==> config.mk <==
export PLATFORM = sky130hd
export DESIGN_NAME = erasure_flag_ctrl
export DESIGN_NICKNAME = d
export VERILOG_FILES = /design/src/rtl/rs_decoder_pkg.sv /design/src/rtl/erasure_flag_ram.sv /design/src/rtl/erasure_flag_ctrl.sv
export SDC_FILE = /design/constraint.sdc
export NUM_CORES = 1
export LEC_CHECK = 0
export ABC_CLOCK_PERIOD_IN_PS = 2500
export BUFFER_PORTS_ARGS = -buffer_cell sky130_fd_sc_hd__buf_2
export CORE_MARGIN = 2
export CORE_UTILIZATION = 56
export DETAILED_ROUTE_END_ITERATION = 16
export GPL_ROUTABILITY_DRIVEN = 0
export PLACE_DENSITY = 0.8
export SLEW_MARGIN = 10
export SYNTH_ARGS = -nofsm -noshare
export SYNTH_HDL_FRONTEND = slang
export SYNTH_SLANG_ARGS = --single-unit
==> constraint.sdc <==
create_clock -name clock -period 2.5 [get_ports clock]
set_input_delay 0.5 -clock clock [delete_from_list [all_inputs] [get_ports clock]]
set_output_delay 0.5 -clock clock [all_outputs]
set_load 0.1 [all_outputs]
==> src/rtl/rs_decoder_pkg.sv <==
// Shared types and widths for the RS decoder erasure path.
package rs_decoder_pkg;

  localparam int ADDR_W  = 8;
  localparam int COUNT_W = 9;

  typedef enum logic [1:0] {
    IDLE  = 2'd0,
    FILL  = 2'd1,
    DRAIN = 2'd2
  } efc_state_e;

endpackage

==> src/rtl/erasure_flag_ram.sv <==
// 256x1 simple dual-port flag store; registered read that holds its output while rd_en is low.
module erasure_flag_ram
  import rs_decoder_pkg::*;
(
  input  logic              clock,
  input  logic              wr_en,
  input  logic [ADDR_W-1:0] wr_addr,
  input  logic              wr_data,
  input  logic              rd_en,
  input  logic [ADDR_W-1:0] rd_addr,
  output logic              rd_data
);

  logic mem [0:(1<<ADDR_W)-1];

  always_ff @(posedge clock) begin
    if (wr_en) mem[wr_addr] <= wr_data;
    if (rd_en) rd_data <= mem[rd_addr];
  end

endmodule

==> src/rtl/erasure_flag_ctrl.sv <==
// Buffers one codeword of erasure flags, reports the erasure count, then drains the flags in order.
// Optional macro ERASURE_FLAG_CTRL_OVERFLOW_EN: flag overflow and suppress erasures of overflowed codewords.
module erasure_flag_ctrl
  import rs_decoder_pkg::*;
#(
  parameter int N            = 255,
  parameter int MAX_ERASURES = 16
) (
  input  logic               clock,
  input  logic               reset,
  input  logic               in_valid,
  output logic               in_ready,
  input  logic               in_erasure,
  input  logic               in_last,
  output logic               count_valid,
  output logic [COUNT_W-1:0] erasure_count,
  output logic               overflow,
  output logic               out_valid,
  input  logic               out_ready,
  output logic               out_erasure,
  output logic               out_last
);

  localparam logic [COUNT_W-1:0] LAST_IDX = COUNT_W'(N - 1);
  localparam logic [COUNT_W-1:0] ONE      = COUNT_W'(1);
`ifdef ERASURE_FLAG_CTRL_OVERFLOW_EN
  localparam logic [COUNT_W-1:0] MAX_CNT  = COUNT_W'(MAX_ERASURES);
`endif

  efc_state_e         state_q, state_d;
  logic [COUNT_W-1:0] wr_ptr_q, wr_ptr_d;
  logic [COUNT_W-1:0] err_cnt_q, err_cnt_d;
  logic [COUNT_W-1:0] len_q, len_d;
  logic [COUNT_W-1:0] rd_ptr_q, rd_ptr_d;
  logic [COUNT_W-1:0] erasure_count_q, erasure_count_d;
  logic               in_ready_q, in_ready_d;
  logic               out_valid_q, out_valid_d;
  logic               out_last_q, out_last_d;
  logic               count_valid_q, count_valid_d;
  logic               overflow_q, overflow_d;

  logic               accept, final_accept, ram_wr_en, ram_rd_en, ram_rd_data;
  logic [COUNT_W-1:0] err_total;

  always_comb begin
    state_d         = state_q;
    wr_ptr_d        = wr_ptr_q;
    err_cnt_d       = err_cnt_q;
    len_d           = len_q;
    rd_ptr_d        = rd_ptr_q;
    erasure_count_d = erasure_count_q;
    in_ready_d      = in_ready_q;
    out_valid_d     = out_valid_q;
    out_last_d      = out_last_q;
    count_valid_d   = 1'b0;
    overflow_d      = overflow_q;
    ram_wr_en       = 1'b0;
    ram_rd_en       = 1'b0;

    accept       = in_valid && in_ready_q;
    final_accept = accept && (in_last || wr_ptr_q == LAST_IDX);
    err_total    = err_cnt_q + COUNT_W'(in_erasure);

    case (state_q)
      IDLE, FILL: begin
        in_ready_d = 1'b1;
        if (accept) begin
          ram_wr_en = 1'b1;
          wr_ptr_d  = wr_ptr_q + ONE;
          err_cnt_d = err_total;
          state_d   = FILL;
        end
        // Closing the codeword publishes the count and rewinds the fill side for the next one.
        if (final_accept) begin
          state_d         = DRAIN;
          in_ready_d      = 1'b0;
          len_d           = wr_ptr_q + ONE;
          wr_ptr_d        = '0;
          err_cnt_d       = '0;
          rd_ptr_d        = '0;
          erasure_count_d = err_total;
          count_valid_d   = 1'b1;
`ifdef ERASURE_FLAG_CTRL_OVERFLOW_EN
          overflow_d      = err_total > MAX_CNT;
`else
          overflow_d      = 1'b0;
`endif
        end
      end
      DRAIN: begin
        if (!out_valid_q || out_ready) begin
          if (rd_ptr_q != len_q) begin
            ram_rd_en   = 1'b1;
            rd_ptr_d    = rd_ptr_q + ONE;
            out_valid_d = 1'b1;
            out_last_d  = (rd_ptr_q + ONE == len_q);
          end else begin
            out_valid_d = 1'b0;
          end
        end
        if (out_valid_q && out_ready && out_last_q) begin
          state_d     = IDLE;
          in_ready_d  = 1'b1;
          out_valid_d = 1'b0;
          out_last_d  = 1'b0;
          rd_ptr_d    = '0;
        end
      end
      default: state_d = IDLE;
    endcase
  end

  always_ff @(posedge clock) begin
    if (reset) begin
      state_q         <= IDLE;
      wr_ptr_q        <= '0;
      err_cnt_q       <= '0;
      len_q           <= '0;
      rd_ptr_q        <= '0;
      erasure_count_q <= '0;
      in_ready_q      <= 1'b0;
      out_valid_q     <= 1'b0;
      out_last_q      <= 1'b0;
      count_valid_q   <= 1'b0;
      overflow_q      <= 1'b0;
    end else begin
      state_q         <= state_d;
      wr_ptr_q        <= wr_ptr_d;
      err_cnt_q       <= err_cnt_d;
      len_q           <= len_d;
      rd_ptr_q        <= rd_ptr_d;
      erasure_count_q <= erasure_count_d;
      in_ready_q      <= in_ready_d;
      out_valid_q     <= out_valid_d;
      out_last_q      <= out_last_d;
      count_valid_q   <= count_valid_d;
      overflow_q      <= overflow_d;
    end
  end

  erasure_flag_ram u_ram (
    .clock   (clock),
    .wr_en   (ram_wr_en),
    .wr_addr (wr_ptr_q[ADDR_W-1:0]),
    .wr_data (in_erasure),
    .rd_en   (ram_rd_en),
    .rd_addr (rd_ptr_q[ADDR_W-1:0]),
    .rd_data (ram_rd_data)
  );

  assign in_ready      = in_ready_q;
  assign count_valid   = count_valid_q;
  assign erasure_count = erasure_count_q;
  assign overflow      = overflow_q;
  assign out_valid     = out_valid_q;
  assign out_last      = out_last_q;
`ifdef ERASURE_FLAG_CTRL_OVERFLOW_EN
  assign out_erasure   = ram_rd_data & ~overflow_q;
`else
  assign out_erasure   = ram_rd_data;
`endif

endmodule

== Word level (Yosys, flattened, before mapping) ==
Memories as Yosys holds them, arrays and structs flattened. A register that Yosys moved wholly into a read port is not among the register bits.
Cells that the tools add are included.

* Add/subtract/negate cells: 3
* Equal/unequal tests: 10
* Multiplexer cells: 29
* Bitwise operators: 1
* Reduce and logical (&&, ||, !) cells: 21

{| class="wikitable"
|+ Operator list
! kind !! number
|-
| $mux W9 || 8
|-
| $add A9 B1 Y9 const B || 2
|-
| $pmux W9 S2 || 1
|-
| $mux W1 || 15
|-
| $reduce_and A2 Y1 || 5
|-
| $add A9 B1 Y9 || 1
|-
| $eq A9 B8 Y1 const B || 1
|-
| $eq A9 B9 Y1 || 1
|-
| $ne A3 B3 Y1 const B || 3
|-
| $ne A9 B9 Y1 || 1
|-
| $reduce_bool A2 Y1 || 4
|-
| $mux W2 || 3
|-
| $logic_and A1 B1 Y1 || 4
|-
| $ne A2 B2 Y1 const B || 2
|-
| $pmux W2 S2 || 1
|-
| $reduce_and A4 Y1 || 1
|-
| $reduce_or A2 Y1 || 2
|-
| $reduce_and A3 Y1 || 1
|-
| $eq A2 B1 Y1 const B || 1
|-
| $eq A2 B2 Y1 const B || 1
|-
| $logic_not A2 Y1 || 1
|-
| $logic_or A1 B1 Y1 || 2
|-
| $pmux W1 S2 || 1
|-
| $logic_not A1 Y1 || 1
|-
| $not A1 Y1 || 1
|}

* Register bits: 51
* RAM bits: 256
* Input bits: 6
* Output and inout port bits: 15
* Logic and storage cells: 75
* Memories: 1

{| class="wikitable"
|+ Memories
! memory !! words !! bits a word !! read ports !! clocked after memory_dff !! wr ports !! RTL line !! source
|-
| u_ram.mem || 256 || 1 || 1 || 1 || 1 || erasure_flag_ram.sv:14 || <nowiki>logic mem [0:(1<<ADDR_W)-1];</nowiki>
|}

== Depth between registers and ports, before layout ==
Gate-level depths: netlist of run 1.

* Depth in word-level cells: 5
* Mapped depth: 10
* Mapped depth without buffers: 8

== Modules after synthesis ==
From an unflattened synthesis of run 1, not the netlist that was laid out.

* Cell total of the unflattened synthesis: 1104
* Area, all modules: 13789.5 sq um

{| class="wikitable"
|+ Modules (own cells, without submodules)
! module !! instances !! cells an instance !! area each (sq um) !! seq. area each (sq um)
|-
| erasure_flag_ram || 1 || 788 || 11138.2 || 7717.4
|-
| erasure_flag_ctrl || 1 || 316 || 2651.3 || 1021.0
|}

== Least setup slack after synthesis of run 1 ==
OpenSTA, ideal clock, no wires.

* Kind: reg-to-reg
* Start: register in_ready_q (netlist: in_ready)
* End: memory u_ram.mem[235] (enable)
* Library setup time: 0.302 ns
* Arrival time: 2.360 ns
* Data required time: 2.198 ns
* Path slack: -0.161 ns
* Cell stages (with the launch flop): 7
* Buffers on the path: 2
* Clock period less this slack: 2.661 ns
* Cell sequence: dfxtp_1 -> nand2_1 -> nor2_1 -> clkbuf_1 -> nand3_1 -> clkbuf_1 -> nor2_1

* Word-level cells in the longest chain between the ends: 5

{| class="wikitable"
|+ RTL lines
! item !! RTL line !! source
|-
| start, declared || erasure_flag_ctrl.sv:36 || <nowiki>logic in_ready_q, in_ready_d;</nowiki>
|-
| start signal, assigned || erasure_flag_ctrl.sv:133 || <nowiki>in_ready_q <= in_ready_d;</nowiki>
|-
| $logic_and A1 B1 Y1 || erasure_flag_ctrl.sv:60 || <nowiki>accept = in_valid && in_ready_q;</nowiki>
|-
| $mux W1 || erasure_flag_ctrl.sv:67 || <nowiki>if (accept) begin</nowiki>
|-
| $mux W1 || erasure_flag_ctrl.sv:64 || <nowiki>case (state_q)</nowiki>
|-
| $mux W1 || erasure_flag_ram.sv:17 || <nowiki>if (wr_en) mem[wr_addr] <= wr_data;</nowiki>
|-
| $mux W1 (not written as such) || erasure_flag_ram.sv:17 ||
|-
| end, declared || erasure_flag_ram.sv:14 ||
|}

No other way between the ends.

== Worst setup path after layout of run 1 ==
* Start: register rd_ptr_q[1]
* End: register u_ram.rd_data, read port of u_ram.mem, data pin

* Word-level cells in the longest chain between the ends: 4

{| class="wikitable"
|+ RTL lines
! item !! RTL line !! source
|-
| start, declared || erasure_flag_ctrl.sv:34 || <nowiki>logic [COUNT_W-1:0] rd_ptr_q, rd_ptr_d;</nowiki>
|-
| start signal, assigned || erasure_flag_ctrl.sv:131 || <nowiki>rd_ptr_q <= rd_ptr_d;</nowiki>
|-
| $ne A9 B9 Y1 || erasure_flag_ctrl.sv:92 || <nowiki>if (rd_ptr_q != len_q) begin</nowiki>
|-
| $mux W1 || erasure_flag_ctrl.sv:92 ||
|-
| $mux W1 || erasure_flag_ctrl.sv:91 || <nowiki>if (!out_valid_q || out_ready) begin</nowiki>
|-
| $mux W1 || erasure_flag_ctrl.sv:64 ||
|-
| end, declared || erasure_flag_ram.sv:11 || <nowiki>output logic rd_data</nowiki>
|}

Several ways; a longest one is shown, not always the timed one.
A chain may end at the register's enable or synchronous reset.

==> flow_metrics.py, run 1 <==
metrics = {
    "cts": {
        "cts_buffers": 31,
        "cts_tree": "done",
        "cts_sinks": 308,
        "clk_pin_slew_ps": 70,
        "holdBufCountCts": 0,
        "cts_root_buffer": "sky130_fd_sc_hd__clkbuf_16",
        "ctsHtreeMaxLevel": 1,
        "worst_skew_pair.late_latency_ps": 570,
        "clockBufferDepth": 3,
    },
    "synth": {
        "yosys.cell_count.top_type": "sky130_fd_sc_hd__nor2_1",
        "synth-seq-cells": 308,
        "synth_flop_cell": "sky130_fd_sc_hd__edfxtp_1",
        "synth-edff-count": 257,
        "netlist.top_cell.by_area": "sky130_fd_sc_hd__edfxtp_1",
        "syn_avg_cell_area_um2": 12.2,
        "synthesis.area_mm2": 0.0139,
        "yosys-top-cells-area": "sky130_fd_sc_hd__edfxtp_1 (56%), sky130_fd_sc_hd__nor2_1 (8.2%), sky130_fd_sc_hd__dfxtp_1 (7.4%)",
        "synth_top_cells_by_count": "sky130_fd_sc_hd__nor2_1 (304), sky130_fd_sc_hd__edfxtp_1 (257), sky130_fd_sc_hd__clkbuf_1 (62)",
        "async_flop_share_pct": 0,
        "yosysWarningCount": 0,
        "synth-seq-area-share_pct": 63.0,
        "synth_largest_type_area_fraction_pct": 55.7,
        "synthesis.nets": 1152,
        "synth_cell_type_count": 64,
        "netlist_instances": 1139,
    },
    "worst_setup_path": {
        "setup.worst_path.start_class": "flip-flop",
        "reg2regPathDepth": 8,
        "setup.worst_path.start": "rd_ptr_q[1]",
        "critical_path_sink_type": "flip-flop",
        "critical_path_peak_fanout": 14,
        "crit_arrival_ps": 2720,
        "worst-path-buf-inv": 3,
        "cpPeakStageDelay_ps": 490,
        "worst_path_max_delay_cell": "sky130_fd_sc_hd__mux4_2",
        "crit_family": "multiplexers",
        "required_ps": 2800,
        "timing.reg2reg.setup_slack_ps": 80,
        "r2r_endpoint": "u_ram.rd_data",
        "worst_path_class_setup": "flip-flop to flip-flop",
        "r2r_start": "rd_ptr_q[1]",
        "crit_chain": "buf_12 > buf_12 > buf_4 > mux4_2 > a21o_1 > a211oi_1 > and3_1 > nor3_1",
        "worst_path_most_repeated_cell": "sky130_fd_sc_hd__buf_12",
    },
    "global_route": {
        "grt.total_usage_pct": 27.0,
        "pin_count_of_the_biggest_net_entering_global_routing": 249,
        "antenna_found_initial": 0,
        "wire_length_of_the_first_global_routing_pass_um": 53300,
        "grt_pass1_vias": 9549,
        "grt_overflow_total": 0,
    },
    "timing": {
        "setup_viol": 0,
        "setup_tns_ps": 0,
        "hold_viol_final": 0,
        "worst_clock_skew_ps": 25.4,
        "fin_crit_ps": 2420,
        "min_period_over_period_pct": 96.8,
        "worstMarginPinSlew_ps": 954,
        "fmax_mhz": 413,
        "timing.max_slew.rel_slack_pct": 36.4,
        "grt_setup_unrepaired": "false",
        "whs_ps": 160,
        "finalMaxSlewViolations": 0,
    },
    "final_layout": {
        "final_area_mm2": 0.0159,
        "final_cell_count_no_fill": 1543,
        "area_growth_syn_to_fin_pct": 14.5,
        "number_of_nets_in_the_finished_design": 1207,
        "post_route_cells_drive_above_1_share_pct": 18.6,
    },
    "die": {
        "floorplan.initialDensity_pct": 57.0,
        "floorplan.die_area_mm2": 0.0260,
        "fp.coreArea_mm2": 0.0243,
        "die_y_um": 161,
        "placementRows": 57,
        "pin_count": 21,
        "width_of_the_die_um": 161,
    },
    "routing": {
        "detail_route.wl_per_cell_um": 23.1,
        "drt-vias-per-instance": 6.28,
        "firstDrtPassIters": 7,
        "initialDrtViolationCount": 1564,
        "postRouteAntennaNets": 0,
        "drt_wl_total_um": 35600,
        "via_count_of_the_routed_design": 9696,
        "post-route-drc-count": 0,
    },
    "status": {
        "result_of_the_run": "finished, final reports clean",
    },
    "hold_path": {
        "worstHoldPathCells": 2,
        "min_delay_worst_endpoint": "rd_ptr_q[0]",
        "min_from": "reset",
        "hp-class": "primary input to flip-flop",
    },
    "run": {
        "max_cap_violations": 0,
    },
    "placement": {
        "input_output_buffers": 19,
        "placement.cell_area_mm2": 0.0147,
        "hpwlAfterDp_um": 22000,
        "placed_cells": 1480,
    },
    "power": {
        "vdd_ir_drop_max_mv": 0.578,
        "power.density_mw_per_mm2": 704,
        "cellLeakagePower_nw": 5.00,
    },
}
==> placed cells by master (no fill, tap or decap), types with 3 or more instances in the layout <==
cell	instances
sky130_fd_sc_hd__edfxtp_1	257
sky130_fd_sc_hd__nor2b_1	10
sky130_fd_sc_hd__a21oi_1	31
sky130_fd_sc_hd__nand3b_1	5
sky130_fd_sc_hd__clkbuf_16	31
sky130_fd_sc_hd__a22oi_1	18
sky130_fd_sc_hd__o22ai_1	19
sky130_fd_sc_hd__o21ai_0	12
sky130_fd_sc_hd__xor2_1	9
sky130_fd_sc_hd__xnor2_1	21
sky130_fd_sc_hd__nor2_1	304
sky130_fd_sc_hd__a21o_1	3
sky130_fd_sc_hd__nand3_1	31
sky130_fd_sc_hd__clkinv_1	5
sky130_fd_sc_hd__mux4_2	40
sky130_fd_sc_hd__or3_1	4
sky130_fd_sc_hd__nand2_1	59
sky130_fd_sc_hd__bufinv_16	7
sky130_fd_sc_hd__ha_1	7
sky130_fd_sc_hd__a22o_1	4
sky130_fd_sc_hd__clkinv_2	4
sky130_fd_sc_hd__and3_1	11
sky130_fd_sc_hd__buf_2	18
sky130_fd_sc_hd__nand4_1	3
sky130_fd_sc_hd__a211oi_1	16
sky130_fd_sc_hd__or2_2	5
sky130_fd_sc_hd__mux2i_1	45
sky130_fd_sc_hd__buf_12	8
sky130_fd_sc_hd__dfxtp_1	48
sky130_fd_sc_hd__buf_4	81
sky130_fd_sc_hd__and2_1	3
sky130_fd_sc_hd__clkbuf_1	6
sky130_fd_sc_hd__nor4_1	4
sky130_fd_sc_hd__mux2_2	4
sky130_fd_sc_hd__nor3_1	18
sky130_fd_sc_hd__nor3b_1	5
sky130_fd_sc_hd__inv_1	10
==> power by group <==
part           internal (W)  switching [W]  total (W)
Sequential          0.00558      0.0000226    0.00560
Clock               0.00299        0.00194    0.00493
Combinational      0.000255       0.000403   0.000658
==> layout make-up <==
cell class,instances,area [um^2]
fill,1742,8440
antenna,1,2.50
clock buffer,37,798
sequential,308,8750
inverter,11,41.3
tap,324,405
timing repair buffer,110,888
clock inverter,20,278
multi-input combinational,732,4720
==> worst max-delay path by stage <==
stage                    endpoint  depth (start not counted)
finish              u_ram.rd_data                          8
floorplan           u_ram.rd_data                         10
detailed placement  u_ram.rd_data                          8
global route        u_ram.rd_data                          8
CTS                 u_ram.rd_data                          7
global placement      rd_ptr_q[1]                          8
==> repair_timing <==
item / CTS / global route
endpoints found under the setup margin: 1 / 1
setup buffers: 1 / 4
hold endpoints to repair: 0 / 0
resized for setup: 0 / 8
==> registers in the layout, summed over array words and instances (netlist names), 2 cells and up <==
register,count
u_ram.mem,256
state_q,2
err_cnt_q,9
erasure_count,9
len_q,9
rd_ptr_q,9
wr_ptr_q,9
==> cells by family after synthesis <==
| group | count (synthesis) | share of synthesized area (%) |
|---|---|---|
| buffers and inverters | 99 | 3.14 |
| DFF | 308 | 63.0 |
| adders and majority gates | 7 | 0.632 |
| AOI/OAI and AO/OA | 129 | 6.34 |
| and+or+nand+nor | 473 | 14.6 |
| muxes | 90 | 10.1 |
| xor gates and xnor gates | 32 | 2.13 |
| other | 1 | 0.0270 |
==> through the flow <==
| stage | worst slack, ps | util [%] | total power [W] |
|---|---|---|---|
| floorplan | 141 | - | 0.00612 |
| global placement | 38.7 | 60.5 | 0.00632 |
| detailed placement | 40.7 | 60.5 | 0.00634 |
| CTS | 31.1 | 65.0 | 0.0112 |
| global route | 15.9 | 65.3 | 0.0114 |
| finish | 81.0 | 65.3 | 0.0112 |
==> worst reg2reg max path, cell delays in order (launching register included) <==
cell                       delay [ps]
sky130_fd_sc_hd__dfxtp_4          380
sky130_fd_sc_hd__buf_12           160
sky130_fd_sc_hd__buf_12           180
sky130_fd_sc_hd__buf_4            160
sky130_fd_sc_hd__mux4_2           490
sky130_fd_sc_hd__a21o_1           200
sky130_fd_sc_hd__a211oi_1         260
sky130_fd_sc_hd__and3_1           240
sky130_fd_sc_hd__nor3_1            70
==> per-layer routing <==
layer	track usage (%)	vias to the layer above	share of wire [%]
li1	-	4233	-
met3	5.50	106	10
met4	10.7	0	3.8
met1	35.6	4785	37
met2	44.5	572	48
met5	0	-	0
Note: power is estimated with default switching activity, not from simulation.
==> run 2, diff against run 1 <==
Settings changed: ABC_CLOCK_PERIOD_IN_PS 2500 to 3070, CORE_MARGIN 2 to unset, PLACE_DENSITY 0.8 to 0.77, REMOVE_ABC_BUFFERS set to 1.
Clock period 2.5 ns to 3.07 ns, I/O delays scaled along.
==> run 2 against run 1 <==
Compared with the run above: first-iteration DRC count fell by 29%; global-route usage shrank 1.1 points; cell count fell by 3.6%; maximum frequency is 15% lower; register-to-register slack better by 160 ps; clock skew shrank 12 ps; sequential share of layout area is 2.3 points higher; cell area fell by 4.0%; critical endpoint unchanged; highest routed layer is now met5; setup slack better by 160 ps; largest cell class unchanged; combinational power fell by 31%; non-clock buffer count shrank 53.
==> flow_metrics.py, run 2 (synthesis results as in run 1) <==
metrics = {
    "status": {
        "result_of_the_run": "finished, final reports clean",
    },
    "worst_setup_path": {
        "critical_path_peak_fanout": 28,
        "setup.worst_path.start_class": "flip-flop",
        "required_ps": 3330,
        "crit_arrival_ps": 3090,
        "critical_path_sink_type": "flip-flop",
        "worst_path_class_setup": "flip-flop to flip-flop",
    },
    "timing": {
        "setup_viol": 0,
        "whs_ps": 459,
        "hold_viol_final": 0,
        "grt_setup_unrepaired": "false",
        "fmax_mhz": 353,
        "min_period_over_period_pct": 92.2,
        "timing.max_slew.rel_slack_pct": 32.6,
        "layout_setup_ws_ps": 239,
        "worstMarginPinSlew_ps": 1010,
        "fin_crit_ps": 2830,
        "worst_clock_skew_ps": 13.3,
        "finalMaxSlewViolations": 0,
    },
    "die": {
        "die_y_um": 159,
        "width_of_the_die_um": 159,
        "placementRows": 57,
        "floorplan.initialDensity_pct": 57.0,
        "floorplan.die_area_mm2": 0.0254,
        "fp.coreArea_mm2": 0.0243,
        "pin_count": 21,
    },
    "placement": {
        "input_output_buffers": 19,
        "preCtsSetupSlack_ps": 274,
        "hpwlAfterDp_um": 20000,
        "placement.cell_area_mm2": 0.0143,
    },
    "final_layout": {
        "final_area_mm2": 0.0152,
        "final_core_util_pct": 62.7,
        "area_growth_syn_to_fin_pct": 9.95,
        "diodes": 0,
        "post_route_cells_drive_above_1_share_pct": 14.3,
        "largest_register_by_flop_count": "u_ram.mem",
        "number_of_nets_in_the_finished_design": 1153,
        "largest_register_ffs": 256,
        "mostFrequentLayoutCell": "sky130_fd_sc_hd__nor2_1",
        "most_used_cells_in_the_layout_excluding_fill_and_tap_cells": "sky130_fd_sc_hd__nor2_1 (304), sky130_fd_sc_hd__edfxtp_1 (257), sky130_fd_sc_hd__nand2_1 (59)",
        "layout.filler_cells": 1779,
    },
    "cts": {
        "cts_tree": "done",
        "clk_pin_slew_ps": 60,
        "ctsHtreeMaxLevel": 1,
        "post_cts_resize_count": 0,
        "cts_sinks": 308,
        "cts_root_buffer": "sky130_fd_sc_hd__clkbuf_16",
        "holdBufCountCts": 0,
        "clockBufferDepth": 3,
        "post-cts-setup-buffers": 0,
        "worst_skew_pair.late_latency_ps": 560,
        "cts_buffers": 30,
    },
    "global_route": {
        "pin_count_of_the_biggest_net_entering_global_routing": 257,
        "antenna_found_initial": 1,
        "grt_overflow_total": 0,
        "wire_length_of_the_first_global_routing_pass_um": 50700,
        "grt_pass1_vias": 8823,
        "grt.total_usage_pct": 26.0,
    },
    "routing": {
        "postRouteAntennaNets": 0,
        "drt_wl_total_um": 32600,
        "detail_route.wl_per_cell_um": 21.9,
        "via_count_of_the_routed_design": 9276,
        "firstDrtPassIters": 5,
        "drt-vias-per-instance": 6.23,
        "post-route-drc-count": 0,
        "initialDrtViolationCount": 1105,
    },
    "power": {
        "power.density_mw_per_mm2": 559,
        "vdd_ir_drop_max_mv": 0.516,
        "cellLeakagePower_nw": 4.66,
    },
    "run": {
        "max_cap_violations": 0,
    },
    "hold_path": {
        "hp-class": "flip-flop to flip-flop",
    },
}
run 2: cell count changes in the layout (fill, tap and decap cells not counted), moves of 3 or more:
cell,change
sky130_fd_sc_hd__buf_4,-46
sky130_fd_sc_hd__bufinv_16,-7
sky130_fd_sc_hd__buf_12,-5
sky130_fd_sc_hd__clkbuf_8,+5
sky130_fd_sc_hd__clkinv_2,+3
run 2: per-stage QoR:
step | setup TNS, ps | power [W] | instances
6_report | 0 | 0.00852 | 1488
5_1_grt | 0 | 0.00874 | 1488
4_1_cts | 0 | 0.00854 | 1488
3_5_place_dp | 0 | 0.00512 | 1432
3_3_place_gp | 0 | 0.00512 | 1432
2_1_floorplan | -13050 | 0.00497 | 1051
run 2: worst max-delay path: stages (launching register included):
cell and delay [ps]:
sky130_fd_sc_hd__dfxtp_4 680, sky130_fd_sc_hd__mux4_2 570, sky130_fd_sc_hd__a22o_1 240, sky130_fd_sc_hd__nor4_1 220
sky130_fd_sc_hd__a211oi_1 100, sky130_fd_sc_hd__a2111oi_0 570, sky130_fd_sc_hd__nor3_1 130
run 2: area by class of cell:
cell class / count / area (um^2) / share of cell area, %
clock buffers: 43 / 871 / 5.71
well taps: 324 / 405 / 2.66
flip-flops and latches: 308 / 8750 / 57.4
clock inverters: 13 / 66.3 / 0.435
inverters: 11 / 41.3 / 0.271
multi-input cells: 732 / 4690 / 30.8
repair buffers: 57 / 424 / 2.78
run 2: routing by layer:
metal  vias to the layer above  global-route usage, %  wire length [um]
met5                         -                      0                 8
met4                         2                   10.1              1180
met3                        93                   3.52              3230
met2                       497                   42.7             15600
met1                      4558                   35.4             12500
li1                       4126                      -                 -
run 2: final timing paths:
| path | depth (start not counted) | from | to | slack, ps |
|---|---|---|---|---|
| worst max-delay path | 6 | rd_ptr_q[1] | u_ram.rd_data | 240 |
| worst min-delay path | 2 | erasure_count[0] | erasure_count[0] | 460 |
| worst max register to register | 6 | rd_ptr_q[1] | u_ram.rd_data | 240 |
| worst min register to register | 2 | erasure_count[0] | erasure_count[0] | 460 |
run 2: power by group:
group	switching, W	internal [W]	leakage (nW)
Clock	0.00153	0.00196	0.464
Sequential	0.0000405	0.00454	2.72
Combinational	0.000285	0.000170	1.47
